### src/rtl/sram22_arb_pkg.sv
// Shared definitions for the sram22_256x32m4w8 round-robin arbiter.
// Contents:
//   MACRO_* widths  - geometry of the sram22_256x32m4w8 macro (256 x 32b, 4 lanes)
//   idx_w()         - index width for an N-entry vector (never below 1 bit)
//   sram_req_t      - one requester's command as presented to the macro
package sram22_arb_pkg;

  localparam int MACRO_DATA_WIDTH  = 32;
  localparam int MACRO_ADDR_WIDTH  = 8;
  localparam int MACRO_WMASK_WIDTH = MACRO_DATA_WIDTH / 8;

  // Width of an index into an n-entry vector; a 1-entry vector still needs a bit.
  function automatic int idx_w(input int n);
    return (n > 1) ? $clog2(n) : 1;
  endfunction

  typedef struct packed {
    logic                         we;
    logic [MACRO_WMASK_WIDTH-1:0] wmask;
    logic [MACRO_ADDR_WIDTH-1:0]  addr;
    logic [MACRO_DATA_WIDTH-1:0]  wdata;
  } sram_req_t;

endpackage

### src/rtl/sram22_rr_arbiter.sv
// Combinational rotating-priority arbiter.
// The search starts at ptr+1 (mod N) and wraps, so the last winner has the
// lowest priority on the next decision.
// Ports:
//   eligible  in  [N-1:0]      requesters that may be granted this cycle
//   ptr       in  [IDX_W-1:0]  index of the previous winner
//   grant     out [N-1:0]      one-hot grant, all-zero when nobody is eligible
//   grant_idx out [IDX_W-1:0]  binary index of the grant (0 when no grant)
module sram22_rr_arbiter
  import sram22_arb_pkg::*;
#(
  parameter int N = 2,
  localparam int IDX_W = idx_w(N)
) (
  input  logic [N-1:0]     eligible,
  input  logic [IDX_W-1:0] ptr,
  output logic [N-1:0]     grant,
  output logic [IDX_W-1:0] grant_idx
);

  logic             found_s;
  logic [IDX_W-1:0] cand_s;

  // Walk the candidates in rotated order and keep the first eligible one.
  always_comb begin
    grant     = '0;
    grant_idx = '0;
    found_s   = 1'b0;
    cand_s    = '0;
    for (int k = 1; k <= N; k++) begin
      cand_s = IDX_W'((int'(ptr) + k) % N);
      if (!found_s && eligible[cand_s]) begin
        found_s       = 1'b1;
        grant[cand_s] = 1'b1;
        grant_idx     = cand_s;
      end else begin
        found_s = found_s;
      end
    end
  end

endmodule

### src/rtl/sram22_256x32m4w8_arb.sv
// Round-robin arbiter sharing one sram22_256x32m4w8 single-port macro
// between NUM_REQ requesters. Each requester gets a valid/ready request
// channel and a one-entry buffered valid/ready read-response channel.
// Ports:
//   clk, rst_n                 clock shared with the macro, async active-low reset
//   req_valid/req_ready        per-requester request handshake (ready is one-hot or zero)
//   req_we/req_wmask/req_addr/req_wdata  per-requester command, sliced by requester
//   rsp_valid/rsp_ready/rsp_rdata        per-requester read response
//   sram_we/sram_wmask/sram_addr/sram_din  straight to the macro inputs
//   sram_dout                  macro read data (valid the cycle after a read grant)
module sram22_256x32m4w8_arb
  import sram22_arb_pkg::*;
#(
  parameter int DATA_WIDTH  = MACRO_DATA_WIDTH,
  parameter int ADDR_WIDTH  = MACRO_ADDR_WIDTH,
  parameter int WMASK_WIDTH = MACRO_WMASK_WIDTH,
  parameter int NUM_REQ     = 2
) (
  input  logic                          clk,
  input  logic                          rst_n,
  input  logic [NUM_REQ-1:0]            req_valid,
  output logic [NUM_REQ-1:0]            req_ready,
  input  logic [NUM_REQ-1:0]            req_we,
  input  logic [NUM_REQ*WMASK_WIDTH-1:0] req_wmask,
  input  logic [NUM_REQ*ADDR_WIDTH-1:0] req_addr,
  input  logic [NUM_REQ*DATA_WIDTH-1:0] req_wdata,
  output logic [NUM_REQ-1:0]            rsp_valid,
  input  logic [NUM_REQ-1:0]            rsp_ready,
  output logic [NUM_REQ*DATA_WIDTH-1:0] rsp_rdata,
  output logic                          sram_we,
  output logic [WMASK_WIDTH-1:0]        sram_wmask,
  output logic [ADDR_WIDTH-1:0]         sram_addr,
  output logic [DATA_WIDTH-1:0]         sram_din,
  input  logic [DATA_WIDTH-1:0]         sram_dout
);

  localparam int IDX_W = idx_w(NUM_REQ);

  sram_req_t            req_s [NUM_REQ];
  sram_req_t            sel_s;
  logic [NUM_REQ-1:0]   eligible_s;
  logic [NUM_REQ-1:0]   grant_s;
  logic [IDX_W-1:0]     grant_idx_s;
  logic                 grant_any_s;

  logic [IDX_W-1:0]     ptr_r;
  logic [NUM_REQ-1:0]   inflight_r;
  logic [NUM_REQ-1:0]   rsp_valid_r;
  logic [DATA_WIDTH-1:0] rdata_r [NUM_REQ];

  // Unpack the flat per-requester buses into command structs.
  always_comb begin
    for (int i = 0; i < NUM_REQ; i++) begin
      req_s[i].we    = req_we[i];
      req_s[i].wmask = req_wmask[i*WMASK_WIDTH +: WMASK_WIDTH];
      req_s[i].addr  = req_addr[i*ADDR_WIDTH +: ADDR_WIDTH];
      req_s[i].wdata = req_wdata[i*DATA_WIDTH +: DATA_WIDTH];
    end
  end

  // Writes are always eligible. A read needs a free response slot by the time
  // its data lands: nothing in flight, and the slot empty or being popped now.
  always_comb begin
    eligible_s = '0;
    for (int i = 0; i < NUM_REQ; i++) begin
      eligible_s[i] = req_valid[i] &
                      (req_we[i] | (~inflight_r[i] & (~rsp_valid_r[i] | rsp_ready[i])));
    end
  end

  sram22_rr_arbiter #(
    .N (NUM_REQ)
  ) u_rr (
    .eligible  (eligible_s),
    .ptr       (ptr_r),
    .grant     (grant_s),
    .grant_idx (grant_idx_s)
  );

  assign grant_any_s = |grant_s;
  assign req_ready   = grant_s;

  // Drive the macro from the winner; idle cycles present an all-zero read
  // whose output is never captured.
  always_comb begin
    sel_s      = req_s[grant_idx_s];
    sram_we    = 1'b0;
    sram_wmask = '0;
    sram_addr  = '0;
    sram_din   = '0;
    if (grant_any_s) begin
      sram_we    = sel_s.we;
      sram_wmask = sel_s.we ? sel_s.wmask : {WMASK_WIDTH{1'b0}};
      sram_addr  = sel_s.addr;
      sram_din   = sel_s.wdata;
    end else begin
      sram_we = 1'b0;
    end
  end

  // Priority pointer: remembers the last winner, holds while idle.
  always_ff @(posedge clk or negedge rst_n) begin
    if (!rst_n) begin
      ptr_r <= IDX_W'(NUM_REQ - 1);
    end else if (grant_any_s) begin
      ptr_r <= grant_idx_s;
    end else begin
      ptr_r <= ptr_r;
    end
  end

  // In-flight flags: a read granted this cycle has its data on sram_dout next
  // cycle, which is exactly when the flag is set; it lives for one cycle.
  always_ff @(posedge clk or negedge rst_n) begin
    if (!rst_n) begin
      inflight_r <= '0;
    end else begin
      inflight_r <= grant_s & ~req_we;
    end
  end

  // Response slots: capture the pre-edge macro output for in-flight reads.
  // A capture wins over a same-edge pop so reloaded data stays valid.
  always_ff @(posedge clk or negedge rst_n) begin
    if (!rst_n) begin
      rsp_valid_r <= '0;
      for (int i = 0; i < NUM_REQ; i++) begin
        rdata_r[i] <= '0;
      end
    end else begin
      for (int i = 0; i < NUM_REQ; i++) begin
        if (inflight_r[i]) begin
          rsp_valid_r[i] <= 1'b1;
          rdata_r[i]     <= sram_dout;
        end else if (rsp_valid_r[i] && rsp_ready[i]) begin
          rsp_valid_r[i] <= 1'b0;
        end else begin
          rsp_valid_r[i] <= rsp_valid_r[i];
        end
      end
    end
  end

  assign rsp_valid = rsp_valid_r;

  // Flatten the response slots onto the sliced output bus.
  always_comb begin
    rsp_rdata = '0;
    for (int i = 0; i < NUM_REQ; i++) begin
      rsp_rdata[i*DATA_WIDTH +: DATA_WIDTH] = rdata_r[i];
    end
  end

endmodule

### config.mk
export PLATFORM = sky130hd
export DESIGN_NAME = sram22_256x32m4w8_arb
export DESIGN_NICKNAME = d
export VERILOG_FILES = /design/src/rtl/sram22_arb_pkg.sv /design/src/rtl/sram22_rr_arbiter.sv /design/src/rtl/sram22_256x32m4w8_arb.sv
export SDC_FILE = /design/constraint.sdc
export NUM_CORES = 1
export LEC_CHECK = 0
export BUFFER_PORTS_ARGS = -buffer_cell sky130_fd_sc_hd__buf_2
export CAP_MARGIN = 0
export CORE_UTILIZATION = 30
export DETAILED_ROUTE_END_ITERATION = 16
export GPL_TIMING_DRIVEN = 0
export PLACE_DENSITY = 0.62
export SLEW_MARGIN = 20
export SYNTH_ARGS = -nofsm -noshare
export SYNTH_HDL_FRONTEND = slang
export SYNTH_HIERARCHICAL = 1
export SYNTH_SLANG_ARGS = --single-unit
### constraint.sdc
create_clock -name clk -period 5.7 [get_ports clk]
set_input_delay 0.57 -clock clk [delete_from_list [all_inputs] [get_ports clk]]
set_output_delay 0.57 -clock clk [all_outputs]
set_load 0.03 [all_outputs]
==> results.cfg, run 1 <==
[grt]
grt_pass1_wl_microns = 14180
grt_use_total_pct = 16.21
gr-total-overflow = 0
antenna_found_initial = 0
grt_start_max_net_pins = 42
grt_pass1_vias = 2869

[timing]
clock_skew_ns = 0.007038
worst_pin_slew_ns = 0.6618
drv_slew = 0
finalHoldViolations = 0
period_share_pct = 59.83
setup_violations = 0
rsz0062_at_grt = no
finalCriticalPeriod_ns = 3.410
fmax_mhz = 293.3
finalSetupTns_ns = 0
slew_headroom_pct = 55.48

[setup_path]
arrival_ns = 2.84
cp_top_family = compound AO/OA/AOI/OAI gates
cpMaxStageDelayCell = a21boi_0
crit_type = flip-flop to output port
critPathMaxStageDelay_ns = 0.60
critPathBufInv = 3
crit_path_frequent_cell = buf_2
start_kind = flip-flop
r2r_cells = 6
reg2reg_slack_ns = 3.45
endpoint_kind = output port
crit_path_max_fanout = 10
worstPathRequired_ns = 5.13
path_cells = buf_2 > a21o_1 > a21boi_0 > a21boi_0 > nor2_1 > buf_2 > nor2_1 > buf_2
startpoint = inflight_r[1]
crit_cells = 8
r2r_start = inflight_r[1]
r2r-end = ptr_r

[clocking]
cts_tree = done
cts_max_level = 3
ctsResizeCount = 0
cts.reportedPaths.clkPinSlew_ns = 0.07
clk_path_buf_depth = 2
postCtsSetupBuffers = 0
clock_sinks = 69
insertion_delay_ns = 0.34
cts.hold.buffers_added = 0
cts_root_buffer = clkbuf_8
numCtsBuffers = 9

[finish]
finish.instance_area_sq_um = 4951
drive_above_1_share_pct = 66.54
nNetsFinal = 637
area_growth_pct = 48.15
fill_cells = 1034
insertedDiodeCount = 0

[detailed_routing]
drc = 0
dr_total_vias = 2904
wl_microns = 9345
viasPerCell = 4.440
dr.pass1.iters = 4
wl_per_cell_microns = 14.29
drtIter0Drc = 66
ant_nets = 0

[floorplanning]
ios = 241
dieWidth_microns = 107.5
dieArea_sq_um = 11570
coreArea_sq_um = 10840
row_count = 38
die_h_microns = 107.5
initial_utilization_pct = 30.83

[pwr]
clockPowerShare_pct = 20.0
power_uw = 2025
ir_drop_mv = 0.2241
internal_power_uw = 1181
seqPwrFrac_pct = 34.1
p_leak_uw = 0.002621
p_per_area_nw_per_um2 = 409.0
pwr-share-comb_pct = 46.0
swShare_pct = 41.66
switchingPower_uw = 843.6

[logic_synthesis]
netlist_area_sq_um = 3342
synth_cell_type_count = 14
synthTopCellsByArea = dfrtp_1, mux2_2, mux2i_1, nor2_1, buf_6
synth_cells = 257
yosysTopAreaCellShare_pct = 50.92
synth-seq-area-share_pct = 51.70
synth_top_area_cell = dfrtp_1
synth_seq_cells = 69
synth_nets = 385
synth_area_per_cell_sq_um = 13.00
ys_warn_count = 6

[placement]
place_hpwl_microns = 7813
place_area_sq_um = 4741
port_buffers = 240
gp_congestion = 0.8092

[outcome]
status = finished clean

[min_path]
hold_path_class = input pin to async pin

[run]
drv_cap = 0
## metrics by stage
step	setup WS (ns)	util, %	hold slack, ns	std cells
2_1_floorplan	2.195	-	0.2744	257
3_3_place_gp	2.573	43.52	0.4834	637
3_5_place_dp	2.454	43.73	0.4899	638
4_1_cts	2.209	45.67	0.1379	654
5_1_grt	1.977	45.67	0.1570	654
6_report	2.290	45.67	0.1447	654
## power groups by stage
stage	sequential [uW]	combinational, uW	clock, uW
after detailed placement	701	944	0
after global routing	710	988	441
after CTS	692	945	423
after global placement	692	929	0
after floorplan	970	366	0
final	690	930	405
## registers in the layout, indices dropped and copies added (netlist names)
| register | count |
|---|---|
| rsp_valid | 2 |
| inflight_r | 2 |
| ptr_r | 1 |
| rsp_rdata | 64 |
## worst register-to-register path, delay by kind of cell (launching register included)
| kind | cells | cell delay [ns] |
|---|---|---|
| mux | 1 | 0.32 |
| simple gates | 1 | 0.24 |
| flops | 1 | 0.36 |
| buf+inv | 1 | 0.18 |
| compound gates | 3 | 1.09 |
## final cells by class
type	instances	area (sq um)	share of cell area, %
sequential	69	1728	34.90
multi-input combinational	165	1438	29.04
timing repair buffer	241	1224	24.72
tap	140	175.2	3.538
buffer	17	153.9	3.108
clock buffer	11	151.4	3.058
clock inverter	5	58.81	1.188
inverter	6	22.52	0.4549
## cell usage after synthesis
cell type,n
nor2b_1,2
a21boi_0,4
dfstp_2,1
o21ai_4,1
mux2_4,1
mux2_2,65
mux2i_1,44
a21boi_1,1
dfrtp_1,68
a21o_1,2
buf_2,6
nor2_1,45
buf_6,11
inv_1,6
## kinds of logic after synthesis
| group | after synthesis | share of synthesized area, % |
|---|---|---|
| AOI/OAI and AO/OA | 8 | 2.059 |
| and+or+nand+nor | 47 | 5.429 |
| muxes | 110 | 35.53 |
| buffers and inverters | 23 | 5.279 |
| DFF | 69 | 51.70 |
## layer usage
metal  global-route usage [%]  wire length, microns
met1                    17.07                  3512
met5                        0                     0
met4                    4.990                   129
met3                    4.540                   714
met2                    30.82                  4988
## cells in the final DEF, fill, tap and decap left out
cell          n
mux2_4        1
buf_2       245
a21boi_0      4
clkinv_2      1
clkinvlp_4    2
mux2i_1      44
mux2_2       65
dfrtp_1      68
a21o_1        2
buf_12        1
o21ai_4       1
buf_4         1
nor2b_1       2
clkinv_4      1
clkbuf_8     11
a21boi_1      1
dfstp_2       1
nor2_1       45
buf_6        11
inv_1         6
bufinv_16     1
## worst max-delay path by stage
stage	endpoint	slack, ns
2_1_floorplan	sram_addr[0]	2.19
5_1_grt	sram_din[27]	1.98
6_report	sram_din[12]	2.29
4_1_cts	sram_din[12]	2.21
3_5_place_dp	sram_din[12]	2.45
3_3_place_gp	sram_din[12]	2.57
No activity file was read; power rests on OpenSTA's default activity.
==> run 2, diff against run 1 <==
Clock period 5.7 ns to 3.42 ns, I/O delays scaled along.
==> results.cfg, run 2 (synthesis gave the netlist of run 1 again) <==
[floorplanning]
dieArea_sq_um = 11570
ios = 241
die_h_microns = 107.5
dieWidth_microns = 107.5
row_count = 38
coreArea_sq_um = 10840
initial_utilization_pct = 30.83

[detailed_routing]
ant_nets = 0
drc = 0
viasPerCell = 4.444
drtIter0Drc = 64
dr.pass1.iters = 4
wl_microns = 9349
wl_per_cell_microns = 14.27
dr_total_vias = 2911

[setup_path]
worstPathRequired_ns = 3.08
crit_path_max_fanout = 10
arrival_ns = 2.63
start_kind = flip-flop
endpoint_kind = output port
crit_type = flip-flop to output port

[timing]
worst_pin_slew_ns = 0.4398
clock_skew_ns = 0.006973
slew_headroom_pct = 70.62
finalCriticalPeriod_ns = 2.976
finalSetupTns_ns = 0
rsz0062_at_grt = no
holdWs_ns = 0.1842
setup_violations = 0
fmax_mhz = 336.1
finalHoldViolations = 0
period_share_pct = 87.01
drv_slew = 0

[clocking]
postCtsSetupBuffers = 0
cts_root_buffer = clkbuf_8
cts_max_level = 3
insertion_delay_ns = 0.34
clk_path_buf_depth = 2
numCtsBuffers = 9
clock_sinks = 69
cts_tree = done
cts.reportedPaths.clkPinSlew_ns = 0.07

[finish]
seqCellArea_sq_um = 1728
area_growth_pct = 48.45
fin_util_pct = 45.76
nNetsFinal = 638
largest_reg_flops = 64
multiInputGateArea_sq_um = 1438
insertedDiodeCount = 0
final_common_cell = buf_2
finish.instance_area_sq_um = 4961
fill_cells = 1033
most-common-layout-cells = buf_2, dfrtp_1, mux2_2
final_cells = 655
drive_above_1_share_pct = 66.41

[grt]
grt_use_total_pct = 16.21
gr-total-overflow = 0
grt_pass1_vias = 2875
grt_pass1_wl_microns = 14190
antenna_found_initial = 0
grt_start_max_net_pins = 42

[pwr]
p_per_area_nw_per_um2 = 680.7
ir_drop_mv = 0.3733
p_leak_uw = 0.002625

[outcome]
status = finished clean

[placement]
place_hpwl_microns = 7813
gp_congestion = 0.8092
place_area_sq_um = 4741
port_buffers = 240
placed_cells = 638

[run]
drv_cap = 0

[min_path]
hold_path_class = input pin to flip-flop
## run 2: area by class of cell
class	count	share of cell area, %
Clock inverter	5	1.185
Buffer	17	3.102
Multi-Input combinational cell	165	28.98
Tap cell	140	3.531
Timing Repair Buffer	242	24.87
Clock buffer	11	3.052
Inverter	6	0.4540
Sequential cell	69	34.83
## run 2: timing repair
action	CTS	global route
gates resized for setup	0	1
endpoints found under the hold margin	27	0
hold buffers	1	0
endpoints found under the setup margin	0	39
## run 2: worst max-delay path, stage by stage (launching register included)
cell	delay, ns
dfrtp_1	0.36
buf_2	0.18
a21o_1	0.20
a21boi_0	0.29
a21boi_1	0.45
nor2_1	0.20
buf_2	0.23
nor2_1	0.17
buf_2	0.22
## run 2: power breakdown
| part | total [uW] | switching [uW] | leakage [uW] | internal [uW] |
|---|---|---|---|---|
| clock | 675 | 299 | 0.000102 | 376 |
| combinational | 1550 | 1000 | 0.00171 | 549 |
| sequential | 1150 | 105 | 0.000814 | 1040 |
## run 2: path summary, 6_finish.rpt
path	cells past startpoint	startpoint	slack, ns	end
max in group asynchronous	3	rst_n	2.40	rsp_rdata[45]
worst min-delay path	2	req_we[1]	0.18	inflight_r[1]
min in group asynchronous	2	rst_n	0.47	rsp_rdata[61]
worst max-delay path	8	inflight_r[1]	0.44	sram_din[12]
worst min register to register	1	rsp_rdata[7]	0.50	rsp_rdata[7]
worst max register to register	6	inflight_r[1]	1.37	ptr_r
## run 2: stage by stage
stage          setup slack (ns)  power (uW)
2_1_floorplan            0.2283        2227
3_3_place_gp             0.6818        2703
4_1_cts                  0.1574        3434
3_5_place_dp             0.5620        2742
5_1_grt                  0.1723        3567
6_report                 0.4444        3377
## run 2: metal layers
layer / global-route usage (%) / up-vias / wire (microns)
li1: - / 1387 / -
met1: 17.07 / 1372 / 3514
met2: 30.82 / 145 / 4995
met3: 4.540 / 7 / 735
met4: 4.990 / 0 / 104
met5: 0 / - / 0
==> run 3, diff against run 2 <==
Settings changed: CORE_AREA set to 2 2 94 96, CORE_UTILIZATION 30 to unset, DIE_AREA set to 0 0 96 98, PLACE_DENSITY 0.62 to 0.79.
==> results.cfg, run 3 (synthesis gave the netlist of run 1 again) <==
[outcome]
status = finished clean

[floorplanning]
initial_utilization_pct = 39.48
dieWidth_microns = 96
dieArea_sq_um = 9408
ios = 241
row_count = 34
die_h_microns = 98
coreArea_sq_um = 8466

[setup_path]
crit_path_max_fanout = 10
path_cells = buf_2 > a21o_1 > a21boi_0 > a21boi_0 > nor2_1 > buf_2 > nor2_1 > buf_2
cpMaxStageDelayCell = a21boi_0
crit_path_frequent_cell = buf_2
arrival_ns = 2.74
start_kind = flip-flop
worstPathRequired_ns = 3.08
crit_type = flip-flop to output port
reg2reg_slack_ns = 1.27
r2r_cells = 6
critPathMaxStageDelay_ns = 0.55
endpoint_kind = output port

[finish]
insertedDiodeCount = 0
finish.instance_area_sq_um = 4925
most-common-layout-cells = buf_2, dfrtp_1, mux2_2
final_cells = 623
area_growth_pct = 47.36
final_common_cell = buf_2
drive_above_1_share_pct = 66.41
largest_reg_flops = 64
fin_util_pct = 58.17
nNetsFinal = 638

[clocking]
ctsResizeCount = 0
cts_root_buffer = clkbuf_8
cts_tree = done
clk_path_buf_depth = 2
postCtsSetupBuffers = 0
insertion_delay_ns = 0.34
numCtsBuffers = 9
cts.hold.buffers_added = 1
cts_max_level = 3
clock_sinks = 69
cts.reportedPaths.clkPinSlew_ns = 0.08

[pwr]
ir_drop_mv = 0.2298
p_leak_uw = 0.002630
p_per_area_nw_per_um2 = 691.7
power_uw = 3407

[timing]
rsz0062_at_grt = no
period_share_pct = 89.98
slew_headroom_pct = 59.84
finalCriticalPeriod_ns = 3.077
fmax_mhz = 325.0
worst_pin_slew_ns = 0.5970
setup_violations = 0
drv_slew = 0
finalHoldViolations = 0
finalSetupTns_ns = 0
clock_skew_ns = 0.01021

[placement]
gp_congestion = 0.8282
place_area_sq_um = 4708
port_buffers = 240
place_hpwl_microns = 7818
placed_cells = 606

[detailed_routing]
viasPerCell = 4.698
wl_microns = 9650
dr.pass1.iters = 4
drtIter0Drc = 67
ant_nets = 0
wl_per_cell_microns = 15.49
drc = 0
dr_total_vias = 2927

[grt]
gr-total-overflow = 0
grt_use_total_pct = 20.22
grt_start_max_net_pins = 55
grt_pass1_vias = 3053
grt_pass1_wl_microns = 14610
antenna_found_initial = 0

[run]
drv_cap = 0

[min_path]
hold_path_depth = 2
hold_path_class = input pin to flip-flop
==> run 3: final timing paths <==
path,from,endpoint
worst max register to register,inflight_r[1],ptr_r
worst min-delay path,req_we[0],inflight_r[0]
max in group asynchronous,rst_n,ptr_r
worst min register to register,rsp_rdata[13],rsp_rdata[13]
min in group asynchronous,rst_n,rsp_rdata[28]
worst max-delay path,inflight_r[1],sram_din[17]
==> run 3: routing by layer <==
| metal | part of all wire, % | vias up | wire length (microns) | track usage, % |
|---|---|---|---|---|
| li1 | - | 1383 | - | - |
| met1 | 36 | 1377 | 3512 | 21.56 |
| met2 | 54 | 150 | 5166 | 36.86 |
| met3 | 7.8 | 17 | 754 | 5.324 |
| met4 | 2.2 | 0 | 217 | 8.242 |
| met5 | 0 | - | 0 | 0 |
==> run 3: layout make-up <==
| class | count | area, sq um |
|---|---|---|
| plain buffers | 17 | 153.9 |
| clock buffers | 10 | 137.6 |
| clock inverters | 6 | 68.82 |
| fillers | 746 | 3541 |
| inverters | 6 | 22.52 |
| multi-input cells | 165 | 1438 |
| flip-flops and latches | 69 | 1728 |
| well taps | 108 | 135.1 |
| repair buffers | 242 | 1241 |
==> run 3: worst max-delay path: cells and delay by family, from the launching register on <==
family                 cells  cell delay, ns
DFF                        1            0.35
buffers and inverters      3            0.64
and+or+nand+nor            2            0.40
AOI/OAI and AO/OA          3            1.01
==> run 3: metrics by stage <==
step / setup WS (ns) / hold WS, ns
3_5_place_dp: 0.6719 / 0.2260
6_report: 0.3427 / 0.1785
4_1_cts: 0.2865 / 0.1590
2_1_floorplan: 0.2283 / 0.04641
5_1_grt: 0.07841 / 0.1612
3_3_place_gp: 0.7646 / 0.4833
==> run 3: power by group <==
group | leakage, uW | internal [uW] | total, uW | switching [uW]
Combinational | 0.00171 | 550 | 1560 | 1010
Sequential | 0.000814 | 1040 | 1160 | 116
Clock | 0.000103 | 362 | 684 | 322
